$ cat config.mk
export PLATFORM = sky130hd
export DESIGN_NAME = pool_relu_stream
export DESIGN_NICKNAME = d
export VERILOG_FILES = /design/src/rtl/pool_relu_stream.sv
export SDC_FILE = /design/constraint.sdc
export NUM_CORES = 2
export LEC_CHECK = 0
export ABC_AREA = 1
export CAP_MARGIN = 0
export CORE_MARGIN = 10
export CORE_UTILIZATION = 50
export CTS_CLUSTER_SIZE = 25
export DETAILED_ROUTE_END_ITERATION = 10
export PLACE_DENSITY = 0.8
export SLEW_MARGIN = 20
export SYNTH_ARGS = -nofsm -noshare
export SYNTH_HDL_FRONTEND = slang
export SYNTH_SLANG_ARGS = --single-unit
$ cat constraint.sdc
create_clock -name clk -period 10.9 [get_ports clk]
set_clock_uncertainty 0.05 [all_clocks]
set_input_delay 1.09 -clock clk [delete_from_list [all_inputs] [get_ports clk]]
set_output_delay 1.09 -clock clk [all_outputs]
set_load 0.05 [all_outputs]
$ cat src/rtl/pool_relu_stream.sv
// 6x6 convolution tile -> optional ReLU -> 2x2/stride-2 max pool, streamed out
// as nine row-major values over a valid/ready handshake.
module pool_relu_stream #(
  parameter int RELU_EN = 1
) (
  input  logic         clk,
  input  logic         reset,
  input  logic         in_st,
  input  logic [575:0] din,
  output logic [15:0]  dout,
  output logic         dout_valid,
  input  logic         dout_ready,
  output logic         dout_last,
  output logic         busy,
  output logic         overflow
);

  typedef enum logic {
    S_IDLE   = 1'b0,
    S_STREAM = 1'b1
  } state_t;

  state_t         state_q, state_d;
  logic [3:0]     k_q, k_d;
  logic [575:0]   conv_q, conv_d;
  logic [15:0]    dout_q, dout_d;
  logic           ovf_q, ovf_d;

  function automatic logic signed [15:0] act(input logic signed [15:0] x);
    if ((RELU_EN != 0) && (x < 0)) return 16'sd0;
    return x;
  endfunction

  // Max of the 2x2 window feeding pooled output k (pr = k/3, pc = k%3).
  function automatic logic [15:0] pool_win(input logic [575:0] arr, input logic [3:0] k);
    int pr, pc, idx;
    logic signed [15:0] best, cand;
    pr   = int'(k) / 3;
    pc   = int'(k) % 3;
    best = 16'sd0;
    for (int a = 0; a < 2; a++) begin
      for (int b = 0; b < 2; b++) begin
        idx  = ((2 * pr + a) * 6 + 2 * pc + b) * 16;
        cand = act(arr[idx +: 16]);
        if (((a == 0) && (b == 0)) || (cand > best)) best = cand;
      end
    end
    return best;
  endfunction

  always_comb begin
    state_d = state_q;
    k_d     = k_q;
    conv_d  = conv_q;
    dout_d  = dout_q;
    ovf_d   = ovf_q;
    case (state_q)
      S_IDLE: begin
        if (in_st) begin
          conv_d  = din;
          k_d     = 4'd0;
          dout_d  = pool_win(din, 4'd0);
          state_d = S_STREAM;
        end
      end
      S_STREAM: begin
        if (in_st) ovf_d = 1'b1;
        if (dout_ready) begin
          if (k_q == 4'd8) begin
            // dout keeps the final value; only dout_valid drops.
            k_d     = 4'd0;
            state_d = S_IDLE;
          end else begin
            k_d    = k_q + 4'd1;
            dout_d = pool_win(conv_q, k_q + 4'd1);
          end
        end
      end
      default: state_d = S_IDLE;
    endcase
  end

  always_ff @(posedge clk) begin
    if (reset) begin
      state_q <= S_IDLE;
      k_q     <= 4'd0;
      conv_q  <= '0;
      dout_q  <= 16'd0;
      ovf_q   <= 1'b0;
    end else begin
      state_q <= state_d;
      k_q     <= k_d;
      conv_q  <= conv_d;
      dout_q  <= dout_d;
      ovf_q   <= ovf_d;
    end
  end

  assign dout       = dout_q;
  assign dout_valid = (state_q == S_STREAM);
  assign dout_last  = (state_q == S_STREAM) && (k_q == 4'd8);
  assign busy       = (state_q == S_STREAM);
  assign overflow   = ovf_q;

endmodule

### Yosys cells after proc, flatten, opt, wreduce, memory -nomap -nowiden

Index checks and enable logic that the tools add are counted.

| storage, ports and cells | value |
|---|---|
| register bits | 598 |
| latch bits | 0 |
| RAM bits | 0 |
| ROM bits | 0 |
| bits of input ports | 580 |
| output and inout port bits | 20 |
| word-level logic and storage cells | 135 |
| memories | 0 |

| cells by class | value |
|---|---|
| $add $sub $neg | 6 |
| multiply operators | 2 |
| div/mod/pow operators | 2 |
| order comparisons | 14 |
| equality and inequality tests | 4 |
| shift-type cells | 4 |
| mux-type cells | 92 |
| bitwise gates (word level) | 1 |
| reductions and logical operators | 5 |

Operators with widths:

| operator | number |
|---|---|
| indexed part select 576 x 32 -> 16 bit | 4 |
| two-way mux 16 bit | 55 |
| < comparator 16 x 1 -> 1 bit, second input constant | 8 |
| greater-than comparator 16 bit | 6 |
| adder 28 x 2 -> 28 bit, second input constant | 2 |
| adder 28 bit | 2 |
| adder 32 x 2 -> 32 bit, second input constant | 1 |
| divider 5 x 3 -> 32 bit, second input constant | 1 |
| modulo 5 x 3 -> 32 bit, second input constant | 1 |
| multiplier 32 x 3 -> 27 bit, second input constant | 1 |
| case mux 16 bit (2 select lines) | 1 |
| multiplier 31 x 3 -> 26 bit, second input constant | 1 |
| two-way mux 1 bit | 31 |
| two-way mux 4 bit | 3 |
| case mux 4 bit (2 select lines) | 1 |
| inequality test 2 bit, second input constant | 3 |
| AND reduction 2 bit | 3 |
| adder 4 x 1 -> 4 bit, second input constant | 1 |
| == test 4 bit, second input constant | 1 |
| AND reduction 3 bit | 1 |
| case mux 1 bit (2 select lines) | 1 |
| logical AND 1 bit | 1 |
| NOT 1 bit | 1 |

### Logic depth before layout (Yosys ltp)

| depth | value |
|---|---|
| word-level depth | 30 |
| depth in mapped cells | 73 |
| gate-level depth less buffers | 68 |

### Worst setup path before layout

Ideal clock, no wire load.

| path | value |
|---|---|
| path type | register -> register |
| from | reg k_q[1] |
| to | reg dout_q[10] (netlist: dout[10]) |
| setup time | 0.070 ns |
| data arrival time | 10.150 ns |
| data required time | 10.780 ns |
| slack | 0.631 ns |
| cell stages (with the launch flop) | 66 |
| path buffers | 5 |
| clock period less this slack | 10.269 ns |
| path through | dfxtp_1 -> ha_1 -> inv_1 -> nand2_1 -> nand2_1 -> ha_1 -> ha_1 -> nor2_1 -> nand2_1 -> inv_1 -> nand3_4 -> xnor2_1 -> inv_1 -> ha_1 -> inv_1 -> nand2_1 -> nor2_2 -> nand3_4 -> (+30 left out) -> nor4_1 -> inv_1 -> o31ai_1 -> inv_1 -> clkbuf_1 -> nand2_1 -> nand2_1 -> ha_1 -> a21oi_1 -> o21ai_0 -> a21oi_1 -> o211ai_1 -> o21ai_1 -> inv_1 -> clkbuf_1 -> a21oi_1 -> nand2_1 -> a21oi_1 |

| between the ends | value |
|---|---|
| cells in the longest elaborated chain, start to end | 30 |
| elaborated cells on any way between the ends | 68 |
| classes of those cells | add/sub (6); mul (2); div (2); order compare (7); eq/ne (2); shift (4); mux (44); reduce/logical (1) |

RTL lines:

| element | RTL line | source |
|---|---|---|
| start: declaration | 24 | `logic [3:0] k_q, k_d;` |
| start signal: assignment | 92 | `k_q <= k_d;` |
| adder 4 x 1 -> 4 bit | 75 | `dout_d = pool_win(conv_q, k_q + 4'd1);` |
| divider 5 x 3 -> 32 bit | 38 | `pr = int'(k) / 3;` |
| multiplier 31 x 3 -> 26 bit | 43 | `idx = ((2 * pr + a) * 6 + 2 * pc + b) * 16;` |
| adder 28 bit | 43 |  |
| adder 28 x 2 -> 28 bit | 43 |  |
| indexed part select 576 x 32 -> 16 bit | 44 | `cand = act(arr[idx +: 16]);` |
| < comparator 16 x 1 -> 1 bit | 30 | `if ((RELU_EN != 0) && (x < 0)) return 16'sd0;` |
| two-way mux 1 bit | 30 |  |
| (+14 left out) | - |  |
| two-way mux 16 bit | 69 | `if (k_q == 4'd8) begin` |
| two-way mux 16 bit | 68 | `if (dout_ready) begin` |
| two-way mux 16 bit | 57 | `case (state_q)` |
| greater-than comparator 16 bit | 45 | `if (((a == 0) && (b == 0)) \|\| (cand > best)) best = cand;` |
| two-way mux 16 bit | 45 |  |
| two-way mux 16 bit | 69 |  |
| two-way mux 16 bit | 68 |  |
| case mux 16 bit (2 select lines) | 57 |  |
| end signal: assignment | 94 | `dout_q <= dout_d;` |
| end: declaration | 26 | `logic [15:0] dout_q, dout_d;` |

Several ways; a longest one is shown, not always the timed one. The select of a mux whose other input is x is not followed.
A chain may end at the register's enable or synchronous reset.

### Worst setup path after layout

| path | value |
|---|---|
| from | reg k_q[1] |
| to | reg dout_q[9] (netlist: dout[9]) |

The elaborated chain is that of the path after synthesis.

==> flow_summary.json <==
{
  "ys_ff_latch": 597,
  "grt_pass1_wl_mm": 248,
  "period_share_pct": 93.5,
  "grt.total_usage_pct": 37.5,
  "regArea_um2": 12000,
  "critical_path_class": "register to register",
  "cts.path.max_buffers": 3,
  "critPathLaunch": "k_q[1]",
  "via_per_inst": 5.97,
  "area_growth_pct": 23.1,
  "synth_top_flop_cell": "dfxtp_1",
  "reg2regPathDepth": 60,
  "crit_end": "dout[9]",
  "die_w_um": 293,
  "hold_class": "register to register",
  "p_leak_nw": 19.8,
  "layout_min_cycle_time_ns": 10.19,
  "routed_wirelength_mm": 171,
  "final_max_slew_viol_count": 0,
  "synth_edf_count": 0,
  "drive_gt1_share_pct": 4.33,
  "cts_tree": "yes",
  "p_per_area_nw_per_um2": 213,
  "end_kind": "register",
  "hold_path_depth": 2,
  "coreArea_um2": 74200,
  "critPathMaxStageDelay_ns": 0.67,
  "synth_cell_type_count": 50,
  "syn_area_um2": 37300,
  "dieArea_um2": 86000,
  "rr_startpoint": "k_q[1]",
  "cts_buffers": 67,
  "crit_top_cell": "nand2_1",
  "io_buffers": 598,
  "syn_inst": 5944,
  "critPathMaxFanout": 61,
  "rr_endpoint": "dout[9]",
  "max_freq_mhz": 98.2,
  "die_y_um": 293,
  "syn_area_per_cell_um2": 6.28,
  "via_count": 43300,
  "cts_max_level": 3,
  "route.antenna.remaining_nets": 0,
  "clock-sinks": 597,
  "reg2reg_slack_ns": 0.71,
  "drv_cap": 0,
  "drtIter0Drc": 6609,
  "max-vdd-ir-drop_mv": 0.232,
  "overflow": 0,
  "slowest_stage": "fa_4",
  "utilization_pct": 61.9,
  "seq_area_frac_synth_pct": 32.0,
  "synthArstFlopShare_pct": 0,
  "crit_required_ns": 11.33,
  "hold_viol": 0,
  "drtPass1Iterations": 11,
  "multi_input_area_um2": 21000,
  "clk_pin_slew_ns": 0.07,
  "startpoint_type": "register",
  "root_buffer": "clkbuf_16",
  "fillers": 7080,
  "violations": "DRC",
  "wire_per_inst_um": 23.5,
  "nets": 6930,
  "synth_fp_nets": 6642,
  "status": "finished, violations left",
  "yosys_warnings": 0,
  "place.gp.congestion": 1.13,
  "antenna_found_initial": 16,
  "clk_latency_ns": 0.64,
  "cp.arrival_ns": 10.62,
  "rows": 100,
  "route.detailed.drc": 1,
  "tns_ns": 0,
  "worstMarginPinSlew_ns": 1.08,
  "grt_max_degree": 256,
  "grt_pass1_vias": 39600,
  "start_util_pct": 50.3,
  "hpwlAfterDp_mm": 124,
  "final-setup-viol-count": 0,
  "slew-limit-headroom_pct": 27.6,
  "pin_count": 600
}
-- power breakdown --
part           total (mW)  internal, mW  switching, mW
Clock                2.37          1.37           1.00
Combinational        4.93          1.65           3.28
Sequential           2.47          2.37          0.102
Total                9.78          5.39           4.39
-- through the flow --
step	setup slack [ns]	hold slack [ns]	std cells	instance area, um^2	total power [mW]
2_1_floorplan	0.631	0.391	5944	37300	5.50
3_3_place_gp	0.417	0.404	7127	43500	7.13
3_5_place_dp	0.172	0.407	7127	43500	7.14
4_1_cts	0.0898	0.416	7246	45800	9.49
5_1_grt	-0.0187	0.430	7255	45900	10.3
6_report	0.713	0.417	7262	45900	9.78
-- repair_timing --
item                       in CTS  in global routing
hold buffers                    0                  0
setup endpoints to repair       0                 15
setup buffers                   0                  5
gates resized for setup         0                 16
-- cells in the final DEF, fill, tap and decap left out, types with 8 or more instances in the layout --
cell | Yosys | layout
clkinv_2 | 0 | 13
dfxtp_1 | 597 | 596
clkdlybuf4s50_1 | 0 | 598
inv_2 | 10 | 9
ha_1 | 116 | 114
diode_2 | 0 | 11
clkbuf_1 | 315 | 8
inv_1 | 625 | 622
a21oi_1 | 579 | 579
o211ai_1 | 77 | 77
clkbuf_8 | 0 | 15
buf_12 | 0 | 25
a31oi_1 | 44 | 44
nand3b_1 | 83 | 83
nand4_1 | 30 | 30
o21ai_1 | 27 | 26
o21ai_0 | 830 | 830
and2_1 | 14 | 14
nor3_1 | 11 | 10
nand3_1 | 762 | 762
nor2_1 | 316 | 315
nand2_1 | 1261 | 1258
buf_4 | 14 | 76
clkbuf_16 | 0 | 68
-- how the worst min path moves through the flow --
stage,slack (ns),endpoint,startpoint
floorplan,0.39,conv_q[31],conv_q[31]
global placement,0.40,conv_q[71],conv_q[71]
finish,0.42,conv_q[324],conv_q[324]
detailed placement,0.41,conv_q[324],conv_q[324]
CTS,0.42,conv_q[324],conv_q[324]
global route,0.43,conv_q[64],conv_q[64]
-- layer usage --
metal | up-vias | wire, um | GRT usage (%)
met1 | 19800 | 66300 | 47.6
met2 | 2717 | 72800 | 56.6
met3 | 578 | 18700 | 8.74
li1 | 20200 | - | -
met5 | - | 71 | 0
met4 | 10 | 12600 | 24.2
-- cells by family (layout without fill, tap and decap cells) --
kind of cell	count (synthesis)	in the layout	share of synthesized area, %
flops	597	597	32.0
xor+xnor	10	10	0.235
simple gates	2506	2506	29.4
buf+inv	1119	1457	12.1
compound gates	1593	1593	22.3
other cells	1	12	0.0100
fa+ha+maj	118	118	3.99
-- registers in the layout, summed over array words and instances (netlist names) --
register  cells
overflow      1
busy          1
k_q           4
conv_q      576
dout         15
-- Yosys cell counts (3+ instances only) --
| library cell | instances | area share, % |
|---|---|---|
| nand2_1 | 1261 | 13 |
| o21ai_0 | 830 | 11 |
| nand3_1 | 762 | 10 |
| inv_1 | 625 | 6.3 |
| dfxtp_1 | 597 | 32 |
| a21oi_1 | 579 | 7.8 |
| nor2_1 | 316 | 3.2 |
| clkbuf_1 | 315 | 3.2 |
| ha_1 | 116 | 3.9 |
| buf_2 | 100 | 1.3 |
| nand3b_1 | 83 | 1.7 |
| o211ai_1 | 77 | 1.5 |
| a31oi_1 | 44 | 0.74 |
| buf_1 | 34 | 0.34 |
| nand4_1 | 30 | 0.50 |
| o21ai_1 | 27 | 0.36 |
| buf_6 | 17 | 0.51 |
| and2_1 | 14 | 0.23 |
| buf_4 | 14 | 0.28 |
| nor3_1 | 11 | 0.15 |
| inv_2 | 10 | 0.10 |
| xor2_1 | 8 | 0.19 |
| o22ai_1 | 7 | 0.12 |
| nand2_2 | 6 | 0.10 |
| nand3_2 | 6 | 0.16 |
| o221ai_1 | 5 | 0.12 |
| a211oi_1 | 4 | 0.080 |
| a21o_1 | 4 | 0.080 |
| nor2_4 | 4 | 0.12 |
| clkinv_1 | 3 | 0.030 |
| nand2_4 | 3 | 0.090 |
| nand3_4 | 3 | 0.14 |
| o21a_1 | 3 | 0.060 |
-- layout make-up --
class	count	share of cell area, %
antenna	11	0.0599
clock buffer	91	4.22
clock inverter	28	0.697
inverter	639	5.27
multi-input combinational	4228	45.7
sequential	597	26.0
tap	969	2.64
timing repair buffer	699	15.4
-- critical path, delay by kind of cell (launching register included) --
family          cells  cell delay [ns]
simple gates       27             3.49
fa+ha+maj           9             2.54
buf+inv            13             1.72
compound gates     10             1.58
flops               1             0.37
xor+xnor            1             0.18
(Power assumes the default switching activity.)
